===== config.mk =====
export PLATFORM = sky130hd
export DESIGN_NAME = command_scheduler
export DESIGN_NICKNAME = d
export VERILOG_FILES = /design/src/rtl/command_scheduler.sv
export SDC_FILE = /design/constraint.sdc
export NUM_CORES = 1
export LEC_CHECK = 0
export ABC_AREA = 1
export BUFFER_PORTS_ARGS = -buffer_cell sky130_fd_sc_hd__clkbuf_2
export CAP_MARGIN = 20
export CORE_MARGIN = 3
export CORE_UTILIZATION = 35
export DETAILED_ROUTE_END_ITERATION = 12
export PLACE_DENSITY_LB_ADDON = 0.2
export SLEW_MARGIN = 30
export SYNTH_ARGS = -nofsm -noshare
export SYNTH_HDL_FRONTEND = slang
export SYNTH_SLANG_ARGS = --single-unit

===== constraint.sdc =====
create_clock -name clk -period 7.72 [get_ports clk]
set_input_delay 1.158 -clock clk [delete_from_list [all_inputs] [get_ports clk]]
set_output_delay 1.158 -clock clk [all_outputs]
set_load 0.01 [all_outputs]

===== src/rtl/command_scheduler.sv =====
// Command scheduler: buffers host command words, decodes variable-length commands
// and dispatches them to concurrent engines with fence ordering and per-engine watchdogs.
module command_scheduler #(
  parameter int N_ENG      = 3,
  parameter int DATA_W     = 32,
  parameter int FIFO_DEPTH = 8,
  parameter int MAX_ARGS   = 4,
  parameter int TIMEOUT    = 65535
) (
  input  logic                         clk,
  input  logic                         rst_n,
  input  logic                         cmd_valid,
  input  logic [DATA_W-1:0]            cmd_data,
  output logic                         cmd_ready,
  output logic [$clog2(FIFO_DEPTH):0]  fifo_level,
  output logic [N_ENG-1:0]             eng_start,
  input  logic [N_ENG-1:0]             eng_done,
  output logic [N_ENG-1:0]             eng_busy,
  output logic [DATA_W-1:0]            eng_hdr,
  output logic [MAX_ARGS*DATA_W-1:0]   eng_args,
  output logic                         err_valid,
  output logic [1:0]                   err_code
);

  // state | meaning
  // IDLE  | wait for a header word, pop and decode it
  // ARGS  | collect nargs argument words
  // DROP  | discard argument words of a rejected command
  // CHECK | wait for fence and target engine to be free
  // ISSUE | pulse start, publish header/args, mark engine busy
  typedef enum logic [2:0] {IDLE, ARGS, DROP, CHECK, ISSUE} state_t;

  localparam int AW = $clog2(FIFO_DEPTH);
  localparam int LW = AW + 1;

  logic [DATA_W-1:0] mem [FIFO_DEPTH];
  logic [AW-1:0]     wr_ptr, rd_ptr;
  logic [AW:0]       level;
  logic              push, pop, empty;
  logic [DATA_W-1:0] head;

  state_t                     state, state_n;
  logic [DATA_W-1:0]          hdr_q;
  logic [MAX_ARGS*DATA_W-1:0] args_q;
  logic [3:0]                 cnt;
  logic [3:0]                 op_q, nargs_q;
  logic                       fence_q;
  logic [N_ENG-1:0]           op_oh;
  logic                       bad_op, bad_n, dec_err;
  logic [1:0]                 dec_code;
  logic [N_ENG-1:0]           tmo;
  logic [31:0]                wd [N_ENG];

  assign empty      = (level == '0);
  assign cmd_ready  = (level != LW'(FIFO_DEPTH));
  assign push       = cmd_valid && cmd_ready;
  assign head       = mem[rd_ptr];
  assign fifo_level = level;

  always_ff @(posedge clk) begin
    if (push) mem[wr_ptr] <= cmd_data;
  end

  always_ff @(posedge clk or negedge rst_n) begin
    if (!rst_n) begin
      wr_ptr <= '0;
      rd_ptr <= '0;
      level  <= '0;
    end else begin
      if (push) wr_ptr <= wr_ptr + 1'b1;
      if (pop)  rd_ptr <= rd_ptr + 1'b1;
      case ({push, pop})
        2'b10:   level <= level + 1'b1;
        2'b01:   level <= level - 1'b1;
        default: level <= level;
      endcase
    end
  end

  assign op_q    = hdr_q[31:28];
  assign nargs_q = hdr_q[27:24];
  assign fence_q = hdr_q[23];
  assign bad_op  = ({1'b0, head[31:28]} >= 5'(N_ENG));
  assign bad_n   = (head[27:24] > 4'(MAX_ARGS));

  always_comb begin
    op_oh = '0;
    for (int i = 0; i < N_ENG; i++) op_oh[i] = (op_q == 4'(i));
  end

  always_comb begin
    state_n  = state;
    pop      = 1'b0;
    dec_err  = 1'b0;
    dec_code = 2'd0;
    case (state)
      IDLE: begin
        if (!empty) begin
          pop = 1'b1;
          if (bad_op || bad_n) begin
            dec_err  = 1'b1;
            dec_code = bad_op ? 2'd1 : 2'd2;
            state_n  = DROP;
          end else if (head[27:24] == 4'd0) begin
            state_n = CHECK;
          end else begin
            state_n = ARGS;
          end
        end
      end
      ARGS: begin
        if (!empty) begin
          pop = 1'b1;
          if (cnt == nargs_q - 4'd1) state_n = CHECK;
        end
      end
      DROP: begin
        if (cnt == nargs_q) begin
          state_n = IDLE;
        end else if (!empty) begin
          pop = 1'b1;
          if (cnt == nargs_q - 4'd1) state_n = IDLE;
        end
      end
      CHECK: begin
        if (!(fence_q && (|eng_busy)) && !(|(eng_busy & op_oh))) state_n = ISSUE;
      end
      ISSUE:   state_n = IDLE;
      default: state_n = IDLE;
    endcase
  end

  assign eng_start = (state == ISSUE) ? op_oh : '0;

  always_ff @(posedge clk or negedge rst_n) begin
    if (!rst_n) begin
      state    <= IDLE;
      hdr_q    <= '0;
      args_q   <= '0;
      cnt      <= '0;
      eng_hdr  <= '0;
      eng_args <= '0;
    end else begin
      state <= state_n;
      if (state == IDLE && !empty) begin
        hdr_q  <= head;
        args_q <= '0;
        cnt    <= '0;
      end
      if ((state == ARGS || state == DROP) && pop) cnt <= cnt + 4'd1;
      if (state == ARGS && pop) begin
        for (int k = 0; k < MAX_ARGS; k++)
          if (cnt == 4'(k)) args_q[k*DATA_W +: DATA_W] <= head;
      end
      // Published copy only moves on issue, so later decodes cannot disturb it.
      if (state == CHECK && state_n == ISSUE) begin
        eng_hdr  <= hdr_q;
        eng_args <= args_q;
      end
    end
  end

  for (genvar g = 0; g < N_ENG; g++) begin : g_wd
    always_ff @(posedge clk or negedge rst_n) begin
      if (!rst_n)                           wd[g] <= '0;
      else if (eng_start[g] || tmo[g])      wd[g] <= '0;
      else if (eng_busy[g] && TIMEOUT != 0) wd[g] <= wd[g] + 32'd1;
    end
    assign tmo[g] = (TIMEOUT != 0) && eng_busy[g] && (wd[g] == 32'(TIMEOUT - 1));
  end

  // A start in the same cycle as done wins, so that done is ignored.
  always_ff @(posedge clk or negedge rst_n) begin
    if (!rst_n) begin
      eng_busy  <= '0;
      err_valid <= 1'b0;
      err_code  <= 2'd0;
    end else begin
      eng_busy  <= eng_start | (eng_busy & ~eng_done & ~tmo);
      err_valid <= dec_err || (|tmo);
      if (dec_err)   err_code <= dec_code;
      else if (|tmo) err_code <= 2'd3;
    end
  end

endmodule


Word level (Yosys, flattened, before mapping) --
Memory sizes are Yosys's and may differ from the RTL's. Index checks and enable logic that the tools add are counted.
Word-level totals: output and inout bits 174, register bits after elaboration 439, memories kept 1, memory bits (writable) 256, input bits 38
Operators by class: reductions and logical operators 34, $add $sub $neg 9, magnitude comparators 2, mux-type cells 40, equality and inequality tests 18, bitwise logic cells 6
Memories:
- mem | words 8, width 32, rd ports 1, clocked after memory_dff 0, write ports 1, RTL line 36 | logic [DATA_W-1:0] mem [FIFO_DEPTH];
Operators by type and width (count):
- $mux 32 | 10
- $mux 128 | 2
- $add 32x1->32 const B | 3
- $eq 32x16->1 const B | 3
- $mux 3 | 8
- $logic_not 4->1 | 4
- $mux 2 | 8
- $eq 4x2->1 const B | 3
- $pmux 3 s4 | 1
- $reduce_bool 2->1 | 6
- $logic_and 1x1->1 | 10
- $and 3x3->3 | 3
- $reduce_or 3->1 | 3
- $add 4x1->4 const B | 2
- $eq 4x1->1 const B | 2
- $eq 4x4->1 | 2
- $mux 4 | 2
- $pmux 4 s2 | 1
- $sub 4x1->4 const B | 2
- $mux 1 | 7
- $add 3x1->3 const B | 2
- $eq 3x2->1 const B | 2
- $eq 3x3->1 const B | 2
- $logic_or 1x1->1 | 6
- 12 further kinds | 15

Depth between registers and ports, before layout --
Gate-level depths: netlist of run 1.
word-level depth 9, gate-level depth with buffers 15, mapped depth without buffers 15

Worst setup path after synthesis of run 1 --
No wires, ideal clock.
path kind input-to-reg, start input cmd_valid, end memory mem[0][0] (enable), data arrival time 2.926 ns, path buffers 0, path slack 4.373 ns, cell stages on the path 3, cells stage by stage nand2_1 -> or2_2 -> nor2_1
Between the ends: longest elaborated chain between the ends 3
RTL lines:
- from (decl) | RTL line 12 | input logic cmd_valid,
- $logic_and 1x1->1 | RTL line 56 | assign push = cmd_valid && cmd_ready;
- $mux 1 | RTL line 61 | if (push) mem[wr_ptr] <= cmd_data;
- $mux 1 (implied by the code) | RTL line 61
- to (decl) | RTL line 36
No other way between the ends.

Worst setup path after layout of run 1 --
start register eng_busy[1], end register eng_args[123]
Between the ends: longest elaborated chain between the ends 8, elaborated cells between the ends (all ways) 11, classes of those cells eq/ne: 1; mux: 2; bitwise: 1; reduce/logical: 7
RTL lines:
- from (decl) | RTL line 18 | output logic [N_ENG-1:0] eng_busy,
- from (signal assigned) | RTL line 179 | eng_busy <= eng_start | (eng_busy & ~eng_done & ~tmo);
- $and 3x3->3 / $reduce_or 3->1 (equally long branches) | RTL line 126 | if (!(fence_q && (|eng_busy)) && !(|(eng_busy & op_oh))) state_n = ISSUE;
- $reduce_or 3->1 / $logic_and 1x1->1 (equally long branches) | RTL line 126
- $logic_not 1->1 | RTL line 126
- $logic_and 1x1->1 * | RTL line 126
- $mux 3 * | RTL line 126
- $pmux 3 s4 * | RTL line 96 | case (state)
- $eq 3x3->1 * | RTL line 156 | if (state == CHECK && state_n == ISSUE) begin
- $logic_and 1x1->1 * | RTL line 156
- to (signal assigned) | RTL line 158 | eng_args <= args_q;
- to (decl) | RTL line 20 | output logic [MAX_ARGS*DATA_W-1:0] eng_args,
Mark *: on every way between the ends. The rest lies on a longest branch, timed or not. A chain may end at the register's enable or synchronous reset.

==> results of run 1 <==
-- layout by cell type (no fill, tap or decap), types with 11 or more instances in the layout --
cell	instances
a21oi_1	25
buf_4	18
clkbuf_1	14
clkbuf_16	81
clkbuf_2	210
clkbuf_8	14
clkinv_2	12
dfrtp_1	436
edfxtp_1	256
ha_1	16
inv_1	165
nand2_1	865
nand3_1	228
nand4_1	54
nor2_1	277
nor3_1	52
o21ai_0	212
o21ai_1	119
o21ai_2	32
o221ai_1	24
o22ai_1	24
o31ai_1	12
xnor2_1	11
xor2_1	34
-- final timing paths --
kind / to / slack [ps] / depth (start not counted) / from
setup / recovery: eng_args[123] / 4010 / 9 / eng_busy[1]
hold reg to reg: eng_hdr[9] / 460 / 2 / hdr_q[9]
hold / removal: eng_hdr[9] / 460 / 2 / hdr_q[9]
min in group asynchronous: wd[87] / 550 / 1 / rst_n
max in group asynchronous: args_q[76] / 5700 / 3 / rst_n
setup reg to reg: eng_args[123] / 4010 / 9 / eng_busy[1]
-- power groups by stage --
stage / Clock, uW / Combinational (uW) / Sequential, uW
floorplan: 0 / 1950 / 4690
CTS: 4070 / 3070 / 4730
finish: 3960 / 3020 / 4720
global route: 4210 / 3390 / 4770
detailed placement: 0 / 3060 / 4790
global placement: 0 / 3040 / 4790
-- critical path, stage by stage (launching register included) --
cell     delay [ps]
dfrtp_1         670
inv_2           300
nor2_1           90
nor3_2          260
nand3_4         100
buf_4           400
inv_4           710
buf_4           780
nand2_1         130
nand2_1         100
-- synthesized netlist by cell type, types with 3 or more instances --
master / count / share of area
dfrtp_1: 439 / 0.37
o221ai_1: 24 / 0.0071
nor3_1: 52 / 0.0087
buf_6: 29 / 0.011
nand2_4: 6 / 0.0023
nand3_1: 229 / 0.038
o21ai_2: 31 / 0.0091
nand4_1: 54 / 0.011
a21oi_1: 25 / 0.0042
or2_2: 5 / 0.0010
nor2_1: 285 / 0.036
inv_2: 10 / 0.0013
nand2_1: 865 / 0.11
clkbuf_1: 30 / 0.0038
nand2_2: 4 / 0.00084
o22ai_1: 24 / 0.0050
xor2_1: 34 / 0.010
o21ai_1: 120 / 0.020
o21ai_0: 212 / 0.036
nor2_2: 4 / 0.00084
ha_1: 16 / 0.0067
xnor2_1: 11 / 0.0032
nand3_2: 3 / 0.0010
inv_1: 165 / 0.021
buf_4: 28 / 0.0071
o31ai_1: 12 / 0.0030
buf_2: 55 / 0.0092
buf_1: 5 / 0.00063
nor3_2: 4 / 0.0013
edfxtp_1: 256 / 0.26
-- cells by family (layout without fill, tap and decap cells) --
group | count (synthesis) | count (layout) | share of synthesized area
buffers and inverters | 324 | 556 | 0.0540
DFF | 695 | 695 | 0.626
AOI/OAI and AO/OA | 454 | 454 | 0.0857
adders and majority gates | 17 | 17 | 0.00739
and+or+nand+nor | 1520 | 1520 | 0.213
xor gates and xnor gates | 45 | 45 | 0.0132
other | 0 | 5 | 0
-- sequential cells by signal (all words and copies together), names as in the netlist, 4 cells and up --
signal and flops:
fifo_level 4, wd 96, cnt 4, mem 256, eng_hdr 32, args_q 128, hdr_q 32, eng_args 128
-- layer usage --
| metal | vias to the layer above | wire length, um | global-route usage |
|---|---|---|---|
| met5 | - | 42 | 0 |
| li1 | 10600 | - | - |
| met2 | 479 | 35600 | 0.275 |
| met1 | 10500 | 38700 | 0.266 |
| met4 | 6 | 1920 | 0.0563 |
| met3 | 104 | 4890 | 0.0352 |
-- layout make-up --
cell class | instances | area share
diodes | 5 | 0.000363
clock buffers | 109 | 0.0660
clock inverters | 36 | 0.0142
inverters | 177 | 0.0194
multi-input cells | 2036 | 0.279
flip-flops and latches | 695 | 0.542
well taps | 1134 | 0.0412
repair buffers | 234 | 0.0377
-- through the flow --
stage	cell area [um^2]	util	power (uW)	instances	hold WS [ps]
2_1_floorplan	29800	-	6640	3055	442
3_3_place_gp	31600	0.377	7830	4275	449
3_5_place_dp	31600	0.377	7850	4275	454
4_1_cts	34400	0.410	11900	4420	467
5_1_grt	34400	0.410	12400	4421	489
6_report	34400	0.410	11700	4426	459
==> summary.txt, run 1 <==
Pwr
  – Logic pwr share: 0.258
  – Pwr Density: 339 nW/um^2
  – Seq pwr share: 0.404
  – Clock power frac: 0.339
  – P_int: 7520 uW
  – Leak Pwr: between 0.015 and 0.02 uW
  – Sw Share: 0.357
  – Worst VDD drop: 0.240 mV
  – NetSw: roughly 4200 uW

Clock tree
  – CTS tree: built
  – Clk_lat worst skew: 630 ps
  – Longest Clk Path Bufs: 3
  – Sink Count: 695
  – Postcts setup bufs: 0
  – Root buf cell: clkbuf_16
  – H-tree levels: 3
  – CTS hold repair buffers: 0
  – Num CTS Buffers: 78
  – Clock-pin slew on the worst setup and hold paths: roughly 60 ps
  – Resized cells post-CTS: 0

Job
  – Max cap viols: 0

Timing
  – Setup TNS: 0 ps
  – Worst-margin pin slew: 943 ps
  – Relative slew slack: 0.371
  – Setup violators final: 0
  – Clock skew: roughly 35 ps
  – Worst setup margin: ~4000 ps
  – Count of final max-slew check failures: 0
  – Period utilization: 0.481
  – Fmax: 270 MHz
  – Min Tclk post-route: 3710 ps
  – Fin. Hold Viols: 0
  – RSZ-0062 raised after global routing: false

Place
  – IO buf count: 211
  – HPWL Detailed: just over 50000 um
  – Final RePlAce weighted congestion: 0.833
  – Pre-CTS WS: just under 4000 ps

Die
  – Row cnt: 106
  – Die X: 298 um
  – Starting Density: 0.355
  – Die height: 298 um
  – Die area: 88700 um^2
  – Core area: 84000 um^2
  – Io pins: approximately 210

Cells and area
  – Reg area: 18700 um^2
  – Area Overhead vs Synth: 15.5%
  – Nets: 3277
  – Proportion of layout cells with a drive suffix above 1: 0.134
  – Filler Cell Count: ~8300
  – Area of the multi-input gates: 9610 um^2

Setup path
  – Setup crit end kind: register
  – CP max FO: 78
  – Critical path type: reg2reg
  – CP required: 8280 ps
  – Arr. time, crit path: between 4000 and 5000 ps
  – Startpoint types: register

Synth
  – Synth unique cells: 44
  – FF+latch count, synth: 695
  – Ys flop type: dfrtp_1
  – Ys Warns: 0
  – Post-Synthesis Cells: 3055
  – Syn Area/Cell: 9.76 um^2
  – Syn nets: 3110
  – Register area share after synthesis: 0.626
  – Mapped Area: 29800 um^2
  – Number of synthesized flops with an enable pin: approximately 260
  – Synth async-reset ratio: 0.632

Global routing
  – First-pass GRT wire length: 127000 um
  – Largest net degree at the start of global routing: 187
  – Total grt overflow: 0
  – Initial antenna violation count: 5
  – Vias in the first global route: 21100
  – Total GRT Usage: 0.182

Drt
  – Initial DRT Pass Iterations: 5
  – Via count: 21600
  – DRC Markers: 0
  – First DRT Iteration DRCs: 1673
  – Wire per inst: 18.3 um
  – Post-Route WL: 81200 um
  – Vias per inst: 4.89
  – ANT nets after route: 0

Run status
  – Status: finished, final reports clean

Worst hold path
  – Hold Path Class: reg2reg
Power figures use the tool's default switching activity.
==> run 2, diff against run 1 <==
clock period = 3.1 ns   (was 7.72 ns; I/O delays follow)
==> run 2 against run 1 <==
  * Cell count increased by 0.52%
  * Non-clock buffer count increased by 32
  * Sequential cell count unchanged
  * Critical path type unchanged
  * Total power increased by 150%
==> summary.txt, run 2 (synthesis gave the netlist of run 1 again) <==
Cells and area
  – Leading cell type in the layout, fill and taps excluded: nand2_1
  – Proportion of layout cells with a drive suffix above 1: 0.139 (+0.00464)
  – Area Overhead vs Synth: 16.4%
  – Commonest cells after routing, fill and taps aside: nand2_1, dfrtp_1, nor2_1, edfxtp_1, nand3_1
  – Largest Register: mem
  – Top Registers: mem x256, args_q x128, eng_args x128
  – Nets: 3307 (+0.92%)
  – Fin cells: 4449 (+0.52%)
  – Max reg flops: 256 (unchanged)
  – Finished Core Util: 0.413 (+0.00295)

Pwr
  – Pwr Density: 832 nW/um^2 (+150%)
  – Worst VDD drop: 0.585 mV (+140%)
  – Leak Pwr: 0.0155 uW (+0.79%)

Drt
  – Post-Route WL: 81100 um (-0.14%)
  – DRC Markers: 0 (unchanged)
  – Via count: 21700 (+0.16%)
  – ANT nets after route: 0 (unchanged)
  – Wire per inst: 18.2 um (-0.65%)
  – Vias per inst: 4.87 (-0.36%)
  – Initial DRT Pass Iterations: 5 (unchanged)
  – First DRT Iteration DRCs: 1583 (-5.4%)

Setup path
  – Slowest-stage cell, CP: dfrtp_1
  – Startpoint types: register
  – Crit-path cells: inv_1 -> nand2_2 -> nor3_2 -> inv_2 -> nand3_1 -> nand2_1 -> ha_1 -> ha_1 -> nand2_1 -> nor2_1 -> a211oi_1 -> nor2_1 -> nor2_1 -> nand2_1 -> xnor2_1
  – Top cell family by delay on the critical path: simple AND/OR/NAND/NOR gates
  – CP required: 3590 ps (-4690 ps)
  – Arr. time, crit path: 3130 ps (-1140 ps)
  – Critical path type: reg2reg
  – CP max FO: 7 (-91%)
  – Worst path buffer plus inverter count: 2 (-2)
  – Crit path largest cell delay: 410 ps (-370 ps)
  – Setup crit end kind: register

Timing
  – Setup violators final: 0 (unchanged)
  – Fin. Hold Viols: 0 (unchanged)
  – Clock skew: 31.6 ps (-3.34 ps)
  – Period utilization: 0.853 (+0.373)
  – Setup TNS: 0 ps (unchanged)
  – Relative slew slack: 0.363 (-0.00838)
  – Fmax: 378 MHz (+40%)
  – Count of final max-slew check failures: 0 (unchanged)
  – Min Tclk post-route: 2650 ps (-1060 ps)
  – Worst-margin pin slew: 949 ps (+6.21 ps)
  – RSZ-0062 raised after global routing: false

Run status
  – Status: finished, final reports clean

Die
  – Core area: 84000 um^2 (unchanged)
  – Die X: 298 um (unchanged)
  – Die height: 298 um (unchanged)
  – Row cnt: 106 (unchanged)
  – Die area: 88700 um^2 (unchanged)
  – Io pins: 212 (unchanged)
  – Starting Density: 0.355 (unchanged)

Global routing
  – Total GRT Usage: 0.183 (+0.000210)
  – Initial antenna violation count: 4 (-1)
  – First-pass GRT wire length: 128000 um (+0.82%)
  – Total grt overflow: 0 (unchanged)
  – Vias in the first global route: 21500 (+1.9%)
  – Largest net degree at the start of global routing: 107 (-43%)

Clock tree
  – Num CTS Buffers: 76 (-2.6%)
  – CTS tree: built
  – Clock-pin slew on the worst setup and hold paths: 60 ps (about the same)
  – Longest Clk Path Bufs: 3 (unchanged)
  – H-tree levels: 3 (unchanged)
  – Resized cells post-CTS: 0 (unchanged)
  – Sink Count: 695 (unchanged)
  – Postcts setup bufs: 0 (unchanged)
  – Root buf cell: clkbuf_16
  – CTS hold repair buffers: 1 (+1)
  – Clk_lat worst skew: 630 ps (about the same)

Worst hold path
  – Hold Path Class: in2reg

Place
  – IO buf count: 211 (unchanged)
  – Placed Instances: 4307 (+0.75%)
  – Final RePlAce weighted congestion: 0.904 (+8.6%)
  – HPWL Detailed: 52500 um (+2.8%)

Job
  – Max cap viols: 0 (unchanged)
## run 2: changes by cell type in the layout (fill, tap and decap cells not counted), moves of 4 or more
cell / before / now
bufinv_16: 10 / 6
clkbuf_16: 81 / 76
clkinv_2: 12 / 8
clkinv_1: 8 / 2
clkbuf_1: 14 / 26
diode_2: 5 / 1
buf_4: 18 / 34
buf_12: 3 / 20
## run 2: layer usage
layer / part of all wire / track usage
met4: 0.018 / 0.0454
met1: 0.48 / 0.263
met2: 0.44 / 0.280
met5: 0.00051 / 0
met3: 0.059 / 0.0406
## run 2: where the power goes
group / switching [uW] / internal (uW) / total (uW)
logic: 5810 / 2160 / 7970
registers: 749 / 10900 / 11600
clock network: 3810 / 5490 / 9300
total: 10400 / 18500 / 28900
## run 2: worst reg2reg max path: stages, from the launching register on
cell,delay (ps)
dfrtp_1,410
inv_1,110
nand2_2,70
nor3_2,210
inv_2,90
nand3_1,150
nand2_1,200
ha_1,280
ha_1,330
nand2_1,70
nor2_1,40
a211oi_1,230
nor2_1,70
nor2_1,90
nand2_1,60
xnor2_1,120
## run 2: path summary, 6_finish.rpt
kind	from	endpoint	slack [ps]	depth (start not counted)
max in group asynchronous	rst_n	args_q[108]	1780	3
min in group asynchronous	rst_n	wd[82]	370	2
max reg2reg	fifo_level[1]	fifo_level[3]	450	15
min reg2reg	args_q[40]	eng_args[40]	460	2
min	eng_done[1]	eng_busy[1]	40	2
max	fifo_level[1]	fifo_level[3]	450	15
## run 2: metrics by stage
| stage | hold slack [ps] | setup WS [ps] | total power (uW) | cell area, um^2 |
|---|---|---|---|---|
| CTS | 3.22 | 441 | 29300 | 34700 |
| floorplan | 169 | 149 | 16500 | 29800 |
| global route | 17.0 | 141 | 30600 | 34700 |
| global placement | 426 | 437 | 19800 | 32100 |
| detailed placement | 425 | 457 | 19900 | 32100 |
| finish | 44.9 | 454 | 28900 | 34700 |
## run 2: layout make-up
type,instances,area (um^2)
tap,1134,1420
clock buffer,118,2220
antenna,1,2.50
timing repair buffer,266,1730
inverter,177,669
sequential,695,18700
fill,8315,49300
multi-input combinational,2036,9600
clock inverter,22,372
